`src/rtl/fifo_pkg.sv`:
```
// Shared constants for the threshold FIFO and the flow-control FSM that drives it.
package fifo_pkg;

    localparam int DEF_DATA_WIDTH   = 10;
    localparam int DEF_ADDR_WIDTH   = 3;
    localparam int DEF_UMBRALES_L_H = 8;

    function automatic int depth_of(input int addr_width);
        return 1 << addr_width;
    endfunction

    // One extra bit so a completely full FIFO is distinguishable from an empty one.
    function automatic int count_width(input int addr_width);
        return addr_width + 1;
    endfunction

    localparam int DEF_DEPTH = depth_of(DEF_ADDR_WIDTH);

endpackage

```
`src/rtl/fifo_umbrales_if.sv`:
```
// Handshake, threshold and status bundle between a threshold FIFO and its producer/consumer.
interface fifo_umbrales_if
    import fifo_pkg::*;
#(
    parameter int DATA_WIDTH   = DEF_DATA_WIDTH,
    parameter int ADDR_WIDTH   = DEF_ADDR_WIDTH,
    parameter int UMBRALES_L_H = DEF_UMBRALES_L_H
);

    logic                    push;
    logic [DATA_WIDTH-1:0]   data_in;
    logic                    pop;
    logic [UMBRALES_L_H-1:0] umbral_L;
    logic [UMBRALES_L_H-1:0] umbral_H;

    logic [DATA_WIDTH-1:0]   data_out;
    logic                    valid_out;
    logic                    empty;
    logic                    full;
    logic                    almost_empty;
    logic                    almost_full;
    logic [ADDR_WIDTH:0]     count;
    logic                    error;

    modport master (
        output push, data_in, pop, umbral_L, umbral_H,
        input  data_out, valid_out, empty, full, almost_empty, almost_full, count, error
    );

    modport slave (
        input  push, data_in, pop, umbral_L, umbral_H,
        output data_out, valid_out, empty, full, almost_empty, almost_full, count, error
    );

endinterface

```
`src/rtl/mem_fifo.sv`:
```
// Storage array for the threshold FIFO: one write port, one registered read port.
module mem_fifo
    import fifo_pkg::*;
#(
    parameter int DATA_WIDTH = DEF_DATA_WIDTH,
    parameter int ADDR_WIDTH = DEF_ADDR_WIDTH
) (
    input  logic                  clk,
    input  logic                  reset,
    input  logic                  wr_en,
    input  logic [ADDR_WIDTH-1:0] wr_addr,
    input  logic [DATA_WIDTH-1:0] wr_data,
    input  logic                  rd_en,
    input  logic [ADDR_WIDTH-1:0] rd_addr,
    output logic [DATA_WIDTH-1:0] rd_data
);

    localparam int DEPTH = depth_of(ADDR_WIDTH);

    logic [DATA_WIDTH-1:0] mem [DEPTH];

    // NOTE: the array is deliberately left out of reset so it maps onto plain RAM/flops; the pointers decide what is valid.
    always_ff @(posedge clk) begin
        if (wr_en) begin
            mem[wr_addr] <= wr_data;
        end
    end

    always_ff @(posedge clk or posedge reset) begin
        if (reset) begin
            rd_data <= '0;
        end else if (rd_en) begin
            rd_data <= mem[rd_addr];
        end
    end

endmodule

```
`src/rtl/fifo_umbrales.sv`:
```
// Synchronous FIFO with almost-empty/almost-full threshold flags and a sticky misuse flag.
module fifo_umbrales
    import fifo_pkg::*;
#(
    parameter int DATA_WIDTH   = DEF_DATA_WIDTH,
    parameter int ADDR_WIDTH   = DEF_ADDR_WIDTH,
    parameter int UMBRALES_L_H = DEF_UMBRALES_L_H
) (
    input  logic          clk,
    input  logic          reset,
    fifo_umbrales_if.slave bus
);

    localparam int DEPTH = depth_of(ADDR_WIDTH);
    localparam int CW    = count_width(ADDR_WIDTH);

    logic [ADDR_WIDTH-1:0] wr_ptr;
    logic [ADDR_WIDTH-1:0] rd_ptr;
    logic [CW-1:0]         count_q;
    logic                  valid_q;
    logic                  error_q;
    logic                  is_empty;
    logic                  is_full;
    logic                  push_ok;
    logic                  pop_ok;

    assign is_empty = (count_q == '0);
    assign is_full  = (count_q == CW'(DEPTH));
    // A full FIFO takes a push only when a pop frees a slot on the same edge; an empty one never bypasses.
    assign pop_ok   = bus.pop && !is_empty;
    assign push_ok  = bus.push && (!is_full || pop_ok);

    // NOTE: all state below uses non-blocking assignments so every register samples pre-edge values.
    always_ff @(posedge clk or posedge reset) begin
        if (reset) begin
            wr_ptr  <= '0;
            rd_ptr  <= '0;
            count_q <= '0;
            valid_q <= 1'b0;
            error_q <= 1'b0;
        end else begin
            if (push_ok) begin
                wr_ptr <= wr_ptr + ADDR_WIDTH'(1);
            end
            if (pop_ok) begin
                rd_ptr <= rd_ptr + ADDR_WIDTH'(1);
            end
            case ({push_ok, pop_ok})
                2'b10:   count_q <= count_q + CW'(1);
                2'b01:   count_q <= count_q - CW'(1);
                default: count_q <= count_q;
            endcase
            valid_q <= pop_ok;
            if ((bus.push && !bus.pop && is_full) || (bus.pop && is_empty)) begin
                error_q <= 1'b1;
            end
        end
    end

    mem_fifo #(
        .DATA_WIDTH (DATA_WIDTH),
        .ADDR_WIDTH (ADDR_WIDTH)
    ) u_mem (
        .clk     (clk),
        .reset   (reset),
        .wr_en   (push_ok),
        .wr_addr (wr_ptr),
        .wr_data (bus.data_in),
        .rd_en   (pop_ok),
        .rd_addr (rd_ptr),
        .rd_data (bus.data_out)
    );

    // Thresholds are compared live, so a threshold change shows up without waiting for a clock.
    assign bus.valid_out    = valid_q;
    assign bus.empty        = is_empty;
    assign bus.full         = is_full;
    assign bus.count        = count_q;
    assign bus.error        = error_q;
    assign bus.almost_empty = (UMBRALES_L_H'(count_q) <= bus.umbral_L);
    assign bus.almost_full  = (UMBRALES_L_H'(count_q) >= bus.umbral_H);

endmodule
```
`src/flat_wrapper.sv`:
```
// flat-port wrapper written by rule: the top's interface ports become plain ports
module fifo_umbrales_flat import fifo_pkg::*;
#(
    parameter int DATA_WIDTH   = DEF_DATA_WIDTH,
    parameter int ADDR_WIDTH   = DEF_ADDR_WIDTH,
    parameter int UMBRALES_L_H = DEF_UMBRALES_L_H
)
  (clk, reset, bus_push, bus_data_in, bus_pop, bus_umbral_L, bus_umbral_H, bus_data_out, bus_valid_out, bus_empty, bus_full, bus_almost_empty, bus_almost_full, bus_count, bus_error);
  fifo_umbrales_if #(.DATA_WIDTH(DATA_WIDTH), .ADDR_WIDTH(ADDR_WIDTH), .UMBRALES_L_H(UMBRALES_L_H)) bus_i ();
  input  logic clk;
  input  logic reset;
  input wire logic [$bits(bus_i.push)-1:0] bus_push;
  input wire logic [$bits(bus_i.data_in)-1:0] bus_data_in;
  input wire logic [$bits(bus_i.pop)-1:0] bus_pop;
  input wire logic [$bits(bus_i.umbral_L)-1:0] bus_umbral_L;
  input wire logic [$bits(bus_i.umbral_H)-1:0] bus_umbral_H;
  output wire logic [$bits(bus_i.data_out)-1:0] bus_data_out;
  output wire logic [$bits(bus_i.valid_out)-1:0] bus_valid_out;
  output wire logic [$bits(bus_i.empty)-1:0] bus_empty;
  output wire logic [$bits(bus_i.full)-1:0] bus_full;
  output wire logic [$bits(bus_i.almost_empty)-1:0] bus_almost_empty;
  output wire logic [$bits(bus_i.almost_full)-1:0] bus_almost_full;
  output wire logic [$bits(bus_i.count)-1:0] bus_count;
  output wire logic [$bits(bus_i.error)-1:0] bus_error;
  assign bus_i.push = bus_push;
  assign bus_i.data_in = bus_data_in;
  assign bus_i.pop = bus_pop;
  assign bus_i.umbral_L = bus_umbral_L;
  assign bus_i.umbral_H = bus_umbral_H;
  assign bus_data_out = bus_i.data_out;
  assign bus_valid_out = bus_i.valid_out;
  assign bus_empty = bus_i.empty;
  assign bus_full = bus_i.full;
  assign bus_almost_empty = bus_i.almost_empty;
  assign bus_almost_full = bus_i.almost_full;
  assign bus_count = bus_i.count;
  assign bus_error = bus_i.error;
  fifo_umbrales #(.DATA_WIDTH(DATA_WIDTH), .ADDR_WIDTH(ADDR_WIDTH), .UMBRALES_L_H(UMBRALES_L_H)) u_core (.clk(clk), .reset(reset), .bus(bus_i));
endmodule
```
`config.mk`:
```
export PLATFORM = sky130hd
export DESIGN_NAME = fifo_umbrales_flat
export DESIGN_NICKNAME = d
export VERILOG_FILES = /design/src/rtl/fifo_pkg.sv /design/src/rtl/fifo_umbrales_if.sv /design/src/rtl/mem_fifo.sv /design/src/rtl/fifo_umbrales.sv /design/src/flat_wrapper.sv
export SDC_FILE = /design/constraint.sdc
export NUM_CORES = 1
export LEC_CHECK = 0
export ABC_AREA = 1
export BUFFER_PORTS_ARGS = -buffer_cell sky130_fd_sc_hd__buf_2
export CAP_MARGIN = 5
export CORE_UTILIZATION = 29
export DETAILED_ROUTE_END_ITERATION = 10
export GPL_ROUTABILITY_DRIVEN = 0
export SLEW_MARGIN = 40
export SYNTH_ARGS = -nofsm -noshare
export SYNTH_HDL_FRONTEND = slang
export SYNTH_SLANG_ARGS = --single-unit
```
`constraint.sdc`:
```
create_clock -name clk -period 1.76 [get_ports clk]
set_input_delay 0.352 -clock clk [delete_from_list [all_inputs] [get_ports clk]]
set_output_delay 0.352 -clock clk [all_outputs]
set_load 0.005 [all_outputs]
```
# After elaboration in Yosys (flattened, before gate mapping)
# Memories as Yosys holds them, arrays and structs flattened. A register that Yosys moved wholly into a read port is not among the register bits.
# Cells that the tools add are included.
# Widths: inputs -> output; s select.
# totals
ram_bits	80
rom_bits	0
mem_count	1
regBits	12
latchBits	0
in_bits	30
# mem_list
memory	depth	width	read_ports	rd_clocked_by_memory_dff	wr	line_no	text
u_core.u_mem.mem	8	10	1	1	1	mem_fifo.sv:20	logic [DATA_WIDTH-1:0] mem [DEPTH];
# op_classes
n_reduce_logical	12
mux	3
n_div	0
shift	0
add_sub_neg	4
n_bitwise	0
n_mul	0
n_lt_le_gt_ge	2
n_eq_ne	3
# ops
op	count
$ge 4x8->1	1
$le 4x8->1	1
$pmux 4 s2	1
$add 3x1->3 const B	2
$logic_and 1x1->1	5
$add 4x1->4 const B	1
$eq 4x4->1 const B	1
$logic_not 4->1	1
$sub 4x1->4 const B	1
$logic_not 1->1	3
$eq 2x1->1 const B	1
$eq 2x2->1 const B	1
$logic_or 1x1->1	2
$mux 1	2
$reduce_bool 2->1	1

# Logic depth before layout (Yosys ltp)
# Gate-level depths: netlist of the first run.
# logic_depth
word_depth	7
ltp_mapped	12

# Hierarchy
# Synthesis of the first run repeated with hierarchy kept, for this count alone.
# unflattened
cells_unflattened	475
hier_area_um2	4719.5
# modules_own_cells
module	n_inst	cells_each	seq_area_each_um2	area_per_inst_um2
mem_fifo	1	367	2652.5	3827.4
fifo_umbrales	1	108	300.3	892.1

# Least setup slack after synthesis of the first run
# No wires, ideal clock.
# synth_path
kind	reg-to-reg
start	reg u_core.count_q[3], in the netlist u_core.bus.count[3]
end	mem u_core.u_mem.mem[4][0] in the netlist's numbering, enable pin
path_stages_with_launch	7
period_less_slack_ns	1.851
path_buffers	0
arrival_time_ns	1.475
setup_slack_ns	-0.091
path_cell_list	dfrtp_1 inv_2 nor4_2 nand2_2 nand2_2 or2_2 nor2_1
# synth_lines
element	line_no	text
from (decl)	fifo_umbrales.sv:19	logic [CW-1:0] count_q;
from (signal assigned)	fifo_umbrales.sv:49	2'b10: count_q <= count_q + CW'(1);
from (signal assigned)	fifo_umbrales.sv:50	2'b01: count_q <= count_q - CW'(1);
from (signal assigned)	fifo_umbrales.sv:51	default: count_q <= count_q;
$eq 4x4->1	fifo_umbrales.sv:28	assign is_full = (count_q == CW'(DEPTH));
via bus_full	flat_wrapper.sv:20	output wire logic [$bits(bus_i.full)-1:0] bus_full;
$logic_not 1->1	fifo_umbrales.sv:31	assign push_ok = bus.push && (!is_full || pop_ok);
$logic_or 1x1->1	fifo_umbrales.sv:31	
$logic_and 1x1->1	fifo_umbrales.sv:31	
$mux 1	mem_fifo.sv:24	if (wr_en) begin
$mux 1 (implied by the code)	mem_fifo.sv:25	mem[wr_addr] <= wr_data;
to (decl)	mem_fifo.sv:20	
# The timed path passes the listed nets, and every way through them passes these cells.

# Worst setup path in the final report of the first run
# layout_path
start	reg u_core.count_q[1], in the netlist u_core.bus.count[1]
end	out bus_almost_full
# layout_between
elab_chain_len	1
# layout_rtl
element	line_no	text
$ge 4x8->1	fifo_umbrales.sv:81	assign bus.almost_full = (UMBRALES_L_H'(count_q) >= bus.umbral_H);
to (decl)	flat_wrapper.sv:22	output wire logic [$bits(bus_i.almost_full)-1:0] bus_almost_full;
# No other way between the ends.

==> impl_metrics.csv, run 1 <==
group,metric,value,unit
critical_path,arrival,1610,ps
clock_tree,clk_latency,350,ps
layout,antenna_cells,0,
status,status,"complete, but fails checks",
drt,drtAntennaViolNets,0,
clock_tree,tritoncts,"built",
synthesis,syn_avg_cell_area,12.0,µm²
clock_tree,cts.htree.levels,3,
timing,setup_viol,3,
critical_path,start_kind,"register",
floorplan,core-area,14500,µm²
global_route,grt_overflow,0,
timing,final_hold_viol_count,0,
clock_tree,cts_hold_buf,0,
synthesis,synth.net_count,402,
critical_path,critPathMaxFanout,4,
drt,drtPass1Iterations,6,
layout,final_cell_area,5530,µm²
pwr,peakVddDrop,0.606,mV
clock_tree,cts.clk_slew.worst_paths,80,ps
timing,slew_headroom,67.0,%
timing,finalMaxSlewViolations,0,
synthesis,synthFlopType,"edfxtp_1",
layout,instances_no_fill,626,
drt,via_per_inst,4.93,
timing,layout_setup_ws,-198,ps
synthesis,yosys.area.top_type,"edfxtp_1",
synthesis,netlist_instances,361,
timing,finalCritPeriodShare,111,%
global_route,grt_util_all_layers,14.6,%
synthesis,synthMostInstantiatedCell,"edfxtp_1",
global_route,grt_pass1_wl,16.1,mm
critical_path,end_kind,"primary output",
layout,finalNetCount,478,
drt,drt_iter0_markers,211,
critical_path,crit_type,"register to primary output",
drt,drc,0,
synthesis,synth_common_cells,"edfxtp_1 (80), nor2_1 (52), nand2_1 (45), o21ai_0 (43), inv_1 (26)",
synthesis,syn_area,4330,µm²
timing,fmax,511,MHz
clock_tree,cts_buffers,9,
clock_tree,cts_root_buf,"clkbuf_16",
pwr,finalPower,8.81,mW
synthesis,yosys_warnings,0,
clock_tree,clock-sinks,102,
synthesis,synthTopCellsByArea,"edfxtp_1 (55%), dfrtp_1 (13%), o21ai_0 (5.0%), nor2_1 (4.5%), nand2_1 (3.9%)",
timing,clock-skew-final,12.8,ps
place,dp_cells,598,
place,dp_slack,-102,ps
global_route,grt_pass1_vias,3068,
critical_path,required,1410,ps
timing,period_needed,1960,ps
global_route,antenna_found_initial,0,
synthesis,synth.distinct_cells,28,
clock_tree,max-clock-path-buffers,2,
status,violations,"negative setup slack",
synthesis,synth_enable_flop_cells,80,
global_route,grt_max_degree,42,
floorplan,start_util,29.8,%
synthesis,async_flop_share,21.6,%
floorplan,rows,44,
min_path,min_path_type,"input pin to async pin",
drt,wire_per_inst,17.2,µm
floorplan,ios,50,
synthesis,synth_top_area_share,55.5,%
drt,num_vias,3085,
layout,nFillCells,1382,
timing,worst_pin_slew,494,ps
synthesis,yosysSeqAreaShare,68.2,%
floorplan,dieArea,15400,µm²
place,portBuffers,49,
pwr,p_leak,2.13,nW
timing,grt_setup_unrepaired,"true",
pwr,p_per_area,1590,nW/µm²
floorplan,die_h,124,µm
synthesis,ys_seq_elements,102,
place,dp_hpwl,7.08,mm
layout,drive_above_1_share,31.2,%
job,max_cap_violations,0,
drt,routed_wl,10.8,mm
place,place_area,4920,µm²
floorplan,die_x,124,µm
layout,syn_to_final_growth,27.8,%
[layout make-up]
cell class              count  area [µm²]  area share (%)
clock inverters             7        63.8            1.15
clock buffers               9         225            4.07
repair buffers             80         554            10.0
inverters                  28         111            2.01
repair inverters            1        5.00          0.0904
well taps                 184         230            4.16
flip-flops and latches    102        2950            53.4
multi-input cells         215        1390            25.1
[sequential cells by signal (all words and copies together), names as in the netlist]
name,flops
u_core.u_mem.rd_data,10
u_core.u_mem.mem,80
u_core.wr_ptr,3
u_core.bus.valid_out,1
u_core.bus.count,4
u_core.rd_ptr,3
u_core.bus.error,1
[per-stage QoR]
step	utilization [%]	TNS, ps	hold WS (ps)
after floorplan	-	-3640	341
after CTS	36.5	-441	36.9
after global placement	33.8	-1380	398
final	38.1	-365	33.9
after global routing	38.1	-1880	68.8
after detailed placement	33.8	-3210	421
[per-layer routing]
metal  wire length [µm]  global-route usage (%)
met1               4580                    18.0
met2               5450                    24.7
met3                538                    4.03
met4                199                    4.32
met5                  0                       0
[kinds of logic (layout without fill, tap and decap cells)]
kind of cell             after synthesis  count (layout)  synth area share [%]
XOR/XNOR                               6               6                  1.21
AO/OA/AOI/OAI                         82              82                  11.6
AND/OR/NAND/NOR                      116             116                  11.9
adder cells (fa/ha/maj)               11              11                  3.18
flip-flops                           102             102                  68.2
buffers and inverters                 44             125                  3.84
[worst max-delay path, cell delays in order, from the launching register on]
cell and delay, ps:
dfrtp_1 400, buf_6 140, ha_4 260, inv_2 30
nor2_2 60, o211ai_1 90, a31oi_1 140, buf_2 130
[timing repair]
item | in CTS | in global routing
pin swaps | 4 | 13
buffers inserted | 5 | 5
cloned | 0 | 4
gates resized for setup | 17 | 47
setup endpoints to repair | 43 | 89
[cells in the final DEF, fill, tap and decap left out, drive strengths merged, types with 2 or more instances in the layout]
| cell type | Yosys | final |
|---|---|---|
| clkbuf | 15 | 9 |
| nand3 | 5 | 5 |
| clkinvlp | 0 | 4 |
| edfxtp | 80 | 80 |
| inv | 28 | 31 |
| nor2 | 52 | 52 |
| o221ai | 11 | 11 |
| nand2 | 51 | 51 |
| o22ai | 10 | 10 |
| o211ai | 11 | 11 |
| nand4 | 4 | 4 |
| xor2 | 5 | 5 |
| dfrtp | 22 | 22 |
| buf | 1 | 80 |
| nor4 | 2 | 2 |
| a21oi | 3 | 3 |
| o21ai | 45 | 45 |
| ha | 11 | 11 |
[power by group]
| group | total (mW) | internal [mW] | switching (mW) |
|---|---|---|---|
| combinational | 3.60 | 1.41 | 2.20 |
| clock | 1.91 | 0.991 | 0.923 |
| sequential | 3.29 | 3.09 | 0.199 |
[final timing paths]
path	start	to	slack, ps	depth (start not counted)
max in group asynchronous	reset	u_core.u_mem.rd_data[8]	1490	3
worst max-delay path	u_core.bus.count[1]	bus_almost_full	-200	7
worst max register to register	u_core.bus.count[2]	u_core.bus.count[2]	0	14
worst min register to register	u_core.u_mem.rd_data[6]	u_core.u_mem.rd_data[6]	480	2
min in group clk	bus_push	u_core.wr_ptr[0]	310	4
worst min-delay path	reset	u_core.bus.error	30	3
Power figures use the tool's default switching activity.
==> inputs of run 2 (changes only) <==
--- a/config.mk
+++ b/config.mk
@@ -5,7 +5,7 @@
 export SDC_FILE = /design/constraint.sdc
 export NUM_CORES = 1
 export LEC_CHECK = 0
-export ABC_AREA = 1
+export ABC_AREA = 0
 export BUFFER_PORTS_ARGS = -buffer_cell sky130_fd_sc_hd__buf_2
 export CAP_MARGIN = 5
 export CORE_UTILIZATION = 29
@@ -14,4 +14,5 @@
 export SLEW_MARGIN = 40
 export SYNTH_ARGS = -nofsm -noshare
 export SYNTH_HDL_FRONTEND = slang
+export SYNTH_HIERARCHICAL = 1
 export SYNTH_SLANG_ARGS = --single-unit
==> impl_metrics.csv, run 2 <==
group,metric,value,unit
status,status,"complete, but fails checks",
status,violations,"negative setup slack",
critical_path,arrival,1790,ps
clock_tree,cts.clk_slew.worst_paths,60,ps
timing,setup_viol,52,
floorplan,die_h,126,µm
layout,final_cell_area,5670,µm²
layout,nFillCells,1359,
critical_path,cp.depth,7,
place,dp_hpwl,6.19,mm
synthesis,synth.net_count,346,
pwr,finalPower,8.78,mW
timing,tns,-4400,ps
clock_tree,cts_buffers,9,
layout,final_common_cell,"edfxtp_1",
synthesis,async_flop_share,21.6,%
clock_tree,cts_root_buf,"clkbuf_16",
global_route,grt_pass1_vias,2738,
drt,via_per_inst,4.74,
synthesis,synthTopCellsByArea,"edfxtp_1 (54%), dfrtp_1 (12%), mux2i_1 (6.7%), ha_1 (3.1%), nor2b_1 (2.4%)",
timing,period_needed,2140,ps
synthesis,synth.distinct_cells,45,
synthesis,syn_avg_cell_area,14.6,µm²
clock_tree,clk_latency,340,ps
drt,drtPass1Iterations,4,
pwr,p_per_area,1550,nW/µm²
floorplan,dieArea,15900,µm²
synthesis,synth_common_cells,"edfxtp_1 (80), mux2i_1 (30), dfrtp_1 (22), nor2b_1 (17), inv_1 (15)",
timing,final_hold_viol_count,0,
floorplan,core-area,14800,µm²
timing,worst_pin_slew,503,ps
min_path,min_path_type,"input pin to async pin",
drt,drtAntennaViolNets,0,
synthesis,synthFlopType,"edfxtp_1",
layout,top_register,"u_core/u_mem/mem",
critical_path,r2r_cells,9,
synthesis,yosys.area.top_type,"edfxtp_1",
critical_path,start_kind,"register",
job,max_cap_violations,0,
critical_path,reg2reg_to,"u_core/bus.count[2]",
clock_tree,tritoncts,"built",
critical_path,r2r_slack,-330,ps
synthesis,yosys_warnings,6,
timing,slew_headroom,66.4,%
synthesis,netlist_instances,305,
synthesis,ys_seq_elements,102,
drt,routed_wl,9.50,mm
pwr,p_leak,2.24,nW
critical_path,critPathCapture,"bus_almost_empty",
critical_path,startpoint,"u_core/bus.count[1]",
timing,finalCritPeriodShare,122,%
drt,drc,0,
place,place_area,5110,µm²
critical_path,critical_path.top_delay_family,"compound AO/OA/AOI/OAI gates",
global_route,grt_util_all_layers,12.3,%
critical_path,rr_startpoint,"u_core/bus.count[1]",
drt,drt_iter0_markers,177,
global_route,use_met3,2.63,%
critical_path,slowest_stage,"dfrtp_2",
layout,syn_to_final_growth,27.1,%
pwr,peakVddDrop,0.594,mV
floorplan,rows,44,
clock_tree,cts_hold_buf,0,
synthesis,yosysSeqAreaShare,66.2,%
critical_path,end_kind,"primary output",
timing,grt_setup_unrepaired,"true",
critical_path,required,1410,ps
floorplan,start_util,30.2,%
floorplan,die_x,126,µm
global_route,grt_util_met2,20.8,%
layout,largest_reg_flops,80,
critical_path,crit_type,"register to primary output",
global_route,grt_pass1_wl,14.7,mm
critical_path,cpMostUsedCell,"o21a_1",
critical_path,critical_path.cell_chain,"buf_6 > ha_4 > nor2b_1 > o21a_1 > o21a_1 > o211ai_1 > buf_2",
timing,layout_setup_ws,-385,ps
timing,finalMaxSlewViolations,0,
layout,finalNetCount,432,
global_route,grt_max_degree,28,
clock_tree,cts.htree.levels,3,
critical_path,max_stage_delay,410,ps
synthesis,synthMostInstantiatedCell,"edfxtp_1",
floorplan,ios,50,
timing,worst_hold_slack,28.1,ps
drt,num_vias,2761,
synthesis,synth_enable_flop_cells,80,
global_route,grt_use_met1,15.3,%
global_route,grt-busiest-layer,"met2",
layout,drive_above_1_share,33.1,%
drt,wire_per_inst,16.3,µm
global_route,grt_overflow,0,
critical_path,path_buf_inv,2,
layout,final_cell_mix,"edfxtp_1 (80), buf_2 (49), buf_4 (31)",
clock_tree,clock-sinks,102,
synthesis,synth_top_area_share,53.8,%
timing,clock-skew-final,6.69,ps
critical_path,critPathMaxFanout,2,
place,portBuffers,49,
synthesis,syn_area,4460,µm²
timing,fmax,466,MHz
global_route,antenna_found_initial,2,
clock_tree,max-clock-path-buffers,2,
## run 2: cell types whose count changed in the layout (fill, tap and decap cells not counted), sizes merged, moves of 11 or more
cell,before,now
inv,31,18
o21ai,45,4
a22oi,0,11
nor2,52,16
nor2b,0,17
mux2i,0,30
nand2,51,11
o221ai,11,0
## run 2: what timing repair did
item / CTS / global route
cloned: 0 / 3
pin swaps: 3 / 3
gates resized for setup: 14 / 11
setup buffers: 4 / 6
endpoints found under the setup margin: 87 / 87
## run 2: how the worst min path moves through the flow
stage               start                      end  cells after the start
floorplan           reset  u_core/u_mem/rd_data[0]                      1
global placement    reset         u_core/rd_ptr[2]                      2
detailed placement  reset         u_core/rd_ptr[2]                      2
CTS                 reset      u_core/bus.count[0]                      2
global route        reset     u_core/bus.valid_out                      2
finish              reset         u_core/rd_ptr[1]                      2
## run 2: power breakdown
part,switching [mW],leakage [nW],internal (mW),total (mW)
registers,0.270,0.985,3.13,3.40
clock network,0.841,0.141,1.12,1.96
logic,1.80,1.11,1.62,3.42
## run 2: logic make-up (layout without fill, tap and decap cells)
logic type / after synthesis / in the layout / share of synthesized area [%]
DFF: 102 / 102 / 66.2
and+or+nand+nor: 71 / 74 / 8.49
AOI/OAI and AO/OA: 54 / 54 / 9.90
muxes: 31 / 31 / 7.06
buffers and inverters: 30 / 118 / 4.12
adders and majority gates: 11 / 11 / 3.08
xor gates and xnor gates: 6 / 6 / 1.18
other: 0 / 2 / 0
## run 2: area by class of cell
cell class              count  area (µm²)  share of cell area (%)
multi-input cells         176        1530                    26.9
clock buffers              11         233                    4.10
flip-flops and latches    102        2960                    52.1
diodes                      2        5.00                  0.0882
clock inverters             5        63.8                    1.12
inverters                  15        56.3                   0.993
repair buffers             87         601                    10.6
well taps                 184         230                    4.06
## run 2: worst reg2reg max path: cells and delay by family (launching register included)
kind / cells / cell delay, ps
adder cells (fa/ha/maj): 1 / 200
XOR/XNOR: 1 / 60
AND/OR/NAND/NOR: 3 / 800
buffers and inverters: 1 / 60
flip-flops: 1 / 410
AO/OA/AOI/OAI: 3 / 470
## run 2: layer usage
metal  vias up  part of all wire (%)
met1      1360                    42
met5         -                     0
met3         9                   5.9
li1       1340                     -
met2        52                    50
met4         0                   1.4
## run 2: through the flow
stage / cells / util (%) / worst slack [ps]
2_1_floorplan: 305 / - / -461
3_3_place_gp: 551 / 34.7 / -270
3_5_place_dp: 551 / 34.7 / -323
4_1_cts: 571 / 37.5 / -394
5_1_grt: 581 / 38.4 / -468
6_report: 582 / 38.4 / -385
